<file path="config.mk">
export PLATFORM = sky130hd
export DESIGN_NAME = trip_ctrl
export DESIGN_NICKNAME = d
export VERILOG_FILES = /design/src/rtl/trip_pkg.sv /design/src/rtl/sec_tick_gen.sv /design/src/rtl/trip_ctrl.sv
export SDC_FILE = /design/constraint.sdc
export NUM_CORES = 1
export LEC_CHECK = 0
export CORE_MARGIN = 3
export CORE_UTILIZATION = 50
export CTS_BUF_LIST = sky130_fd_sc_hd__clkbuf_8 sky130_fd_sc_hd__clkbuf_16
export DETAILED_ROUTE_END_ITERATION = 7
export PLACE_DENSITY = 0.67
export SLEW_MARGIN = 25
export SYNTH_ARGS = -nofsm -noshare
export SYNTH_HDL_FRONTEND = slang
export SYNTH_SLANG_ARGS = --single-unit
</file>
<file path="constraint.sdc">
create_clock -name sys_clk -period 5.2 [get_ports sys_clk]
set_input_delay 1.04 -clock sys_clk [delete_from_list [all_inputs] [get_ports sys_clk]]
set_output_delay 1.04 -clock sys_clk [all_outputs]
set_load 0.03 [all_outputs]
</file>
<file path="src/rtl/trip_pkg.sv">
// Shared encodings and small helpers for the taxi-meter trip sequencer.
package trip_pkg;

  typedef enum logic [1:0] {
    ST_IDLE   = 2'd0,
    ST_DRIVE  = 2'd1,
    ST_WAIT   = 2'd2,
    ST_SETTLE = 2'd3
  } state_t;

  localparam logic [1:0] DISP_FARE  = 2'd0;
  localparam logic [1:0] DISP_DIST  = 2'd1;
  localparam logic [1:0] DISP_WAIT  = 2'd2;
  localparam logic [1:0] DISP_BLANK = 2'd3;

  function automatic logic [7:0] sat_inc(input logic [7:0] v);
    return (v == 8'hFF) ? v : v + 8'd1;
  endfunction

  // A limit of 0 fires on the first second tick rather than immediately.
  function automatic logic reached(input logic [7:0] cnt, input logic [7:0] lim,
                                   input logic tick);
    return (lim == 8'd0) ? tick : (cnt >= lim);
  endfunction

endpackage

</file>
<file path="src/rtl/sec_tick_gen.sv">
// One-second strobe generator: counts 0..Freq-1 while enabled, cleared on demand.
module sec_tick_gen #(
  parameter logic [25:0] Freq = 26'd50_000_000
) (
  input  logic sys_clk,
  input  logic sys_rst_n,
  input  logic clr,
  input  logic en,
  output logic tick
);

  logic [25:0] sec_cnt;

  assign tick = en && (sec_cnt == Freq - 26'd1);

  // NOTE: sequential state uses non-blocking assignments so every register samples pre-edge values.
  always_ff @(posedge sys_clk) begin
    if (!sys_rst_n || clr) sec_cnt <= '0;
    else if (tick)         sec_cnt <= '0;
    else if (en)           sec_cnt <= sec_cnt + 26'd1;
  end

endmodule

</file>
<file path="src/rtl/trip_ctrl.sv">
// Trip sequencer: key strobes and distance pulses in, meter control and display page out.
module trip_ctrl
  import trip_pkg::*;
#(
  parameter logic [25:0] Freq          = 26'd50_000_000,
  parameter logic [7:0]  AUTO_WAIT_SEC = 8'd5,
  parameter logic [7:0]  SETTLE_SEC    = 8'd10,
  parameter logic [7:0]  ROTATE_SEC    = 8'd3
) (
  input  logic       sys_clk,
  input  logic       sys_rst_n,
  input  logic       key_start,
  input  logic       key_wait,
  input  logic       key_stop,
  input  logic       pulse_flag,
  output logic       meter_clr,
  output logic       dist_en,
  output logic       wait_en,
  output logic       fare_freeze,
  output logic [1:0] disp_sel,
  output logic       vacant_led,
  output logic       stat_led
);

  state_t     state, state_nxt;
  logic       auto_flag, auto_nxt;
  logic [7:0] idle_cnt, idle_nxt, settle_cnt, settle_nxt, rot_cnt, rot_nxt;
  logic       page, page_nxt;
  logic [1:0] disp_nxt;
  logic       sec_tick, state_chg, idle_to, settle_to, running;

  assign state_chg = (state_nxt != state);
  assign running   = (state == ST_DRIVE) || (state == ST_WAIT);
  assign idle_to   = reached(idle_cnt, AUTO_WAIT_SEC, sec_tick);
  assign settle_to = reached(settle_cnt, SETTLE_SEC, sec_tick);

  sec_tick_gen #(.Freq(Freq)) u_sec_tick (
    .sys_clk   (sys_clk),
    .sys_rst_n (sys_rst_n),
    .clr       (state_chg),
    .en        (state != ST_IDLE),
    .tick      (sec_tick)
  );

  // NOTE: every always_comb output gets a default first so no latch is inferred.
  always_comb begin
    state_nxt = state;
    auto_nxt  = auto_flag;
    case (state)
      ST_IDLE:   if (key_start) state_nxt = ST_DRIVE;
      ST_DRIVE: begin
        if (key_stop) state_nxt = ST_SETTLE;
        else if (key_wait) begin
          state_nxt = ST_WAIT;
          auto_nxt  = 1'b0;
        end else if (!pulse_flag && idle_to) begin
          state_nxt = ST_WAIT;
          auto_nxt  = 1'b1;
        end
      end
      ST_WAIT: begin
        if (key_stop)                     state_nxt = ST_SETTLE;
        else if (key_wait)                state_nxt = ST_DRIVE;
        else if (pulse_flag && auto_flag) state_nxt = ST_DRIVE;
      end
      ST_SETTLE: begin
        if (key_start)      state_nxt = ST_DRIVE;
        else if (settle_to) state_nxt = ST_IDLE;
      end
      default: state_nxt = ST_IDLE;
    endcase
  end

  always_comb begin
    idle_nxt   = (state != ST_DRIVE || state_chg || pulse_flag) ? 8'd0 :
                 (sec_tick ? sat_inc(idle_cnt) : idle_cnt);
    settle_nxt = (state != ST_SETTLE || state_chg) ? 8'd0 :
                 (sec_tick ? sat_inc(settle_cnt) : settle_cnt);
    rot_nxt    = rot_cnt;
    page_nxt   = page;
    if (state_chg || !running) begin
      rot_nxt  = 8'd0;
      page_nxt = 1'b0;
    end else if (sec_tick) begin
      if (reached(sat_inc(rot_cnt), ROTATE_SEC, sec_tick)) begin
        rot_nxt  = 8'd0;
        page_nxt = ~page;
      end else begin
        rot_nxt  = sat_inc(rot_cnt);
      end
    end
    case (state_nxt)
      ST_DRIVE: disp_nxt = page_nxt ? DISP_DIST : DISP_FARE;
      ST_WAIT:  disp_nxt = page_nxt ? DISP_WAIT : DISP_FARE;
      ST_SETTLE: disp_nxt = DISP_FARE;
      default:  disp_nxt = DISP_BLANK;
    endcase
  end

  // Outputs are registered from the next state so they line up with the new state.
  always_ff @(posedge sys_clk) begin
    if (!sys_rst_n) begin
      state       <= ST_IDLE;
      auto_flag   <= 1'b0;
      idle_cnt    <= 8'd0;
      settle_cnt  <= 8'd0;
      rot_cnt     <= 8'd0;
      page        <= 1'b0;
      meter_clr   <= 1'b0;
      dist_en     <= 1'b0;
      wait_en     <= 1'b0;
      fare_freeze <= 1'b1;
      disp_sel    <= DISP_BLANK;
      vacant_led  <= 1'b1;
      stat_led    <= 1'b0;
    end else begin
      state       <= state_nxt;
      auto_flag   <= auto_nxt;
      idle_cnt    <= idle_nxt;
      settle_cnt  <= settle_nxt;
      rot_cnt     <= rot_nxt;
      page        <= page_nxt;
      meter_clr   <= (state_nxt == ST_DRIVE) &&
                     ((state == ST_IDLE) || (state == ST_SETTLE));
      dist_en     <= (state_nxt == ST_DRIVE) || (state_nxt == ST_WAIT);
      wait_en     <= (state_nxt == ST_WAIT);
      fare_freeze <= (state_nxt == ST_IDLE) || (state_nxt == ST_SETTLE);
      disp_sel    <= disp_nxt;
      vacant_led  <= (state_nxt == ST_IDLE);
      stat_led    <= (state_nxt == ST_WAIT);
    end
  end

endmodule

</file>
==> reports/results.ini <==
[run_status]
run_status = finished, final reports clean

[finish]
mostFrequentLayoutCells = 61 x dfxtp_1, 40 x nor2_1, 32 x nand2_1, 30 x nor2_2, 21 x xor2_1
antenna_cells = 0
postLayoutCellArea_sq_um = 3490
nNetsFinal = 393
drive_above_1_share_pct = 14.3
post-route-util_pct = 58.6
final_common_cell = dfxtp_1
syn_to_final_growth_pct = 12.4
multi_input_area_sq_um = 1760
fill_cells = 550
seqCellArea_sq_um = 1220

[hold_path]
hold_path_depth = 2
hp-class = flip-flop to flip-flop

[pwr]
power_density_nw_per_um2 = 416
ir_worst_vdd_mv = 0.270
leakage_uw = 0.00117

[cts]
cts_tree = built
cts_buffer_depth = 2
clock_latency_ns = 0.33
cts-htree-levels = 3
root_buffer = clkbuf_8
cts_hold_buf = 0
cts_resized = 0
cts_buffers = 9
path_clk_slew_ns = 0.07
cts_sinks = 61
cts_setup_buffers = 0

[sta]
slew_headroom_pct = 34.5
fmax_ghz = 0.316
finalClockSkew_ns = 0.00908
drv_slew = 0
setup_viol = 0
finalSetupTns_ns = 0
period_share_pct = 60.8
finalCriticalPeriod_ns = 3.16
rsz0062_at_grt = false
worst_pin_slew_ns = 0.973
hold_viol_final = 0

[detailed_routing]
wl_per_cell_microns = 12.5
vias = 2431
routed_wl_microns = 5670
ant_nets = 0
drt_iter0_drc = 118
viasPerCell = 5.38
drt-pass1-iter-count = 4
drcViolationCount = 0

[die]
fp.dieH_microns = 84.8
die_area_sq_um = 7200
io_pins = 14
start_util_pct = 52.2
core-area_sq_um = 5960
std_cell_rows = 28
die_w_microns = 84.8

[worst_setup_path]
crit_required_ns = 5.41
startpoint_type = flip-flop
endpoint_kind = flip-flop
arrival_ns = 3.37
reg2reg_depth = 9
path_class = flip-flop to flip-flop
crit_fanout = 32

[synthesis]
yosysSeqAreaShare_pct = 39.3
ys_types = 47
synthArstFlopShare_pct = 0
synth_warnings = 0
synth_edf_count = 0
synth_cells = 355
ys.flop_type = dfxtp_1
synth_nets = 376
ys_ff_latch = 61
syn_area_per_cell_sq_um = 8.75
synthesis.area_sq_um = 3110

[place]
placed_area_sq_um = 3280
place_congestion = 0.872
port-buffer-count = 13
place_hpwl_microns = 4050

[global_route]
overflow = 0
grt_pass1_vias = 2304
grt_usage_pct = 17.3
grt_max_degree = 33
antenna_found_initial = 0
grt_pass1_wl_microns = 10200

[job]
max-cap-violations = 0

## worst max-delay path, cell delays in order, from the launching register on
cell and delay (ns):
dfxtp_1 0.49, inv_1 0.14, ha_1 0.28, and4b_1 0.39
nand2_1 0.18, nor3_1 0.77, nor2_1 0.12, nand3_2 0.11
buf_4 0.43, nor2_1 0.09
## layout make-up
class	instances	area share, %
clock buffers	11	4.34
clock inverters	5	1.68
inverters	19	2.04
multi-input cells	267	50.3
flip-flops and latches	61	35.0
well taps	75	2.69
repair buffers	14	3.94
## logic make-up (layout without fill, tap and decap cells)
kind of cell	count (synthesis)	in the layout	synth area share (%)
and+or+nand+nor	178	178	30.9
muxes	3	3	1.01
AOI/OAI and AO/OA	34	34	8.26
adders and majority gates	15	15	6.04
DFF	61	61	39.3
buffers and inverters	27	49	4.11
xor gates and xnor gates	37	37	10.4
## per-layer routing
layer  part of all wire, %  wire, microns  GRT usage (%)
met5                     0              0              0
met4                   1.4             81           8.35
met3                   3.1            177           4.66
met2                    45           2530           26.1
met1                    51           2870           22.9
## flip-flops by register name, summed over array words and instances, names as in the netlist
name                flops
disp_sel                2
page                    1
idle_cnt                8
auto_flag               1
u_sec_tick.sec_cnt     26
meter_clr               1
rot_cnt                 8
stat_led                1
settle_cnt              8
state                   2
dist_en                 1
fare_freeze             1
vacant_led              1
## per-stage QoR
step                      std cells  total power (uW)  hold slack (ns)  setup WS, ns
after floorplan                 355               932            0.424          2.64
after global placement          436              1030            0.431          1.98
after detailed placement        436              1030            0.436          1.92
after CTS                       452              1470            0.446          2.03
after global routing            452              1550            0.467          1.72
final                           452              1450            0.445          2.04
## where the power goes
group,internal (uW),switching (uW)
clock network,247,183
registers,502,23.8
logic,171,326
total,920,532
## Yosys cell counts (2+ instances only)
cell type / instances / share of area [%]
and4_1: 6 / 1.7
nor4_1: 6 / 1.2
nand3_2: 2 / 0.64
nor2_2: 30 / 6.0
xor2_1: 21 / 5.9
and2_1: 5 / 1.0
ha_1: 15 / 6.0
a31oi_1: 4 / 0.81
o21ai_0: 3 / 0.48
nor3_1: 7 / 1.1
buf_6: 3 / 1.1
nand4b_1: 2 / 0.56
a211oi_1: 2 / 0.48
nor4b_1: 3 / 0.85
nand4_1: 10 / 2.0
nand3_1: 17 / 2.7
nor4bb_1: 2 / 0.64
inv_1: 19 / 2.3
nand2_1: 32 / 3.9
and3_1: 3 / 0.60
nor2b_1: 3 / 0.60
a311oi_1: 4 / 1.1
a21oi_1: 7 / 1.1
mux2i_1: 2 / 0.64
o31ai_1: 4 / 0.97
a211o_1: 2 / 0.56
xnor2_1: 16 / 4.5
nor2_1: 40 / 4.8
clkbuf_1: 4 / 0.48
dfxtp_1: 61 / 39
nand2b_1: 4 / 0.81
## worst paths after layout
kind / startpoint / end / slack (ns)
worst max-delay path: state[1] / u_sec_tick.sec_cnt[0] / 2.04
worst min-delay path: rot_cnt[7] / rot_cnt[7] / 0.44
worst max register to register: state[1] / u_sec_tick.sec_cnt[0] / 2.04
worst min register to register: rot_cnt[7] / rot_cnt[7] / 0.44
Power figures use the tool's default switching activity.
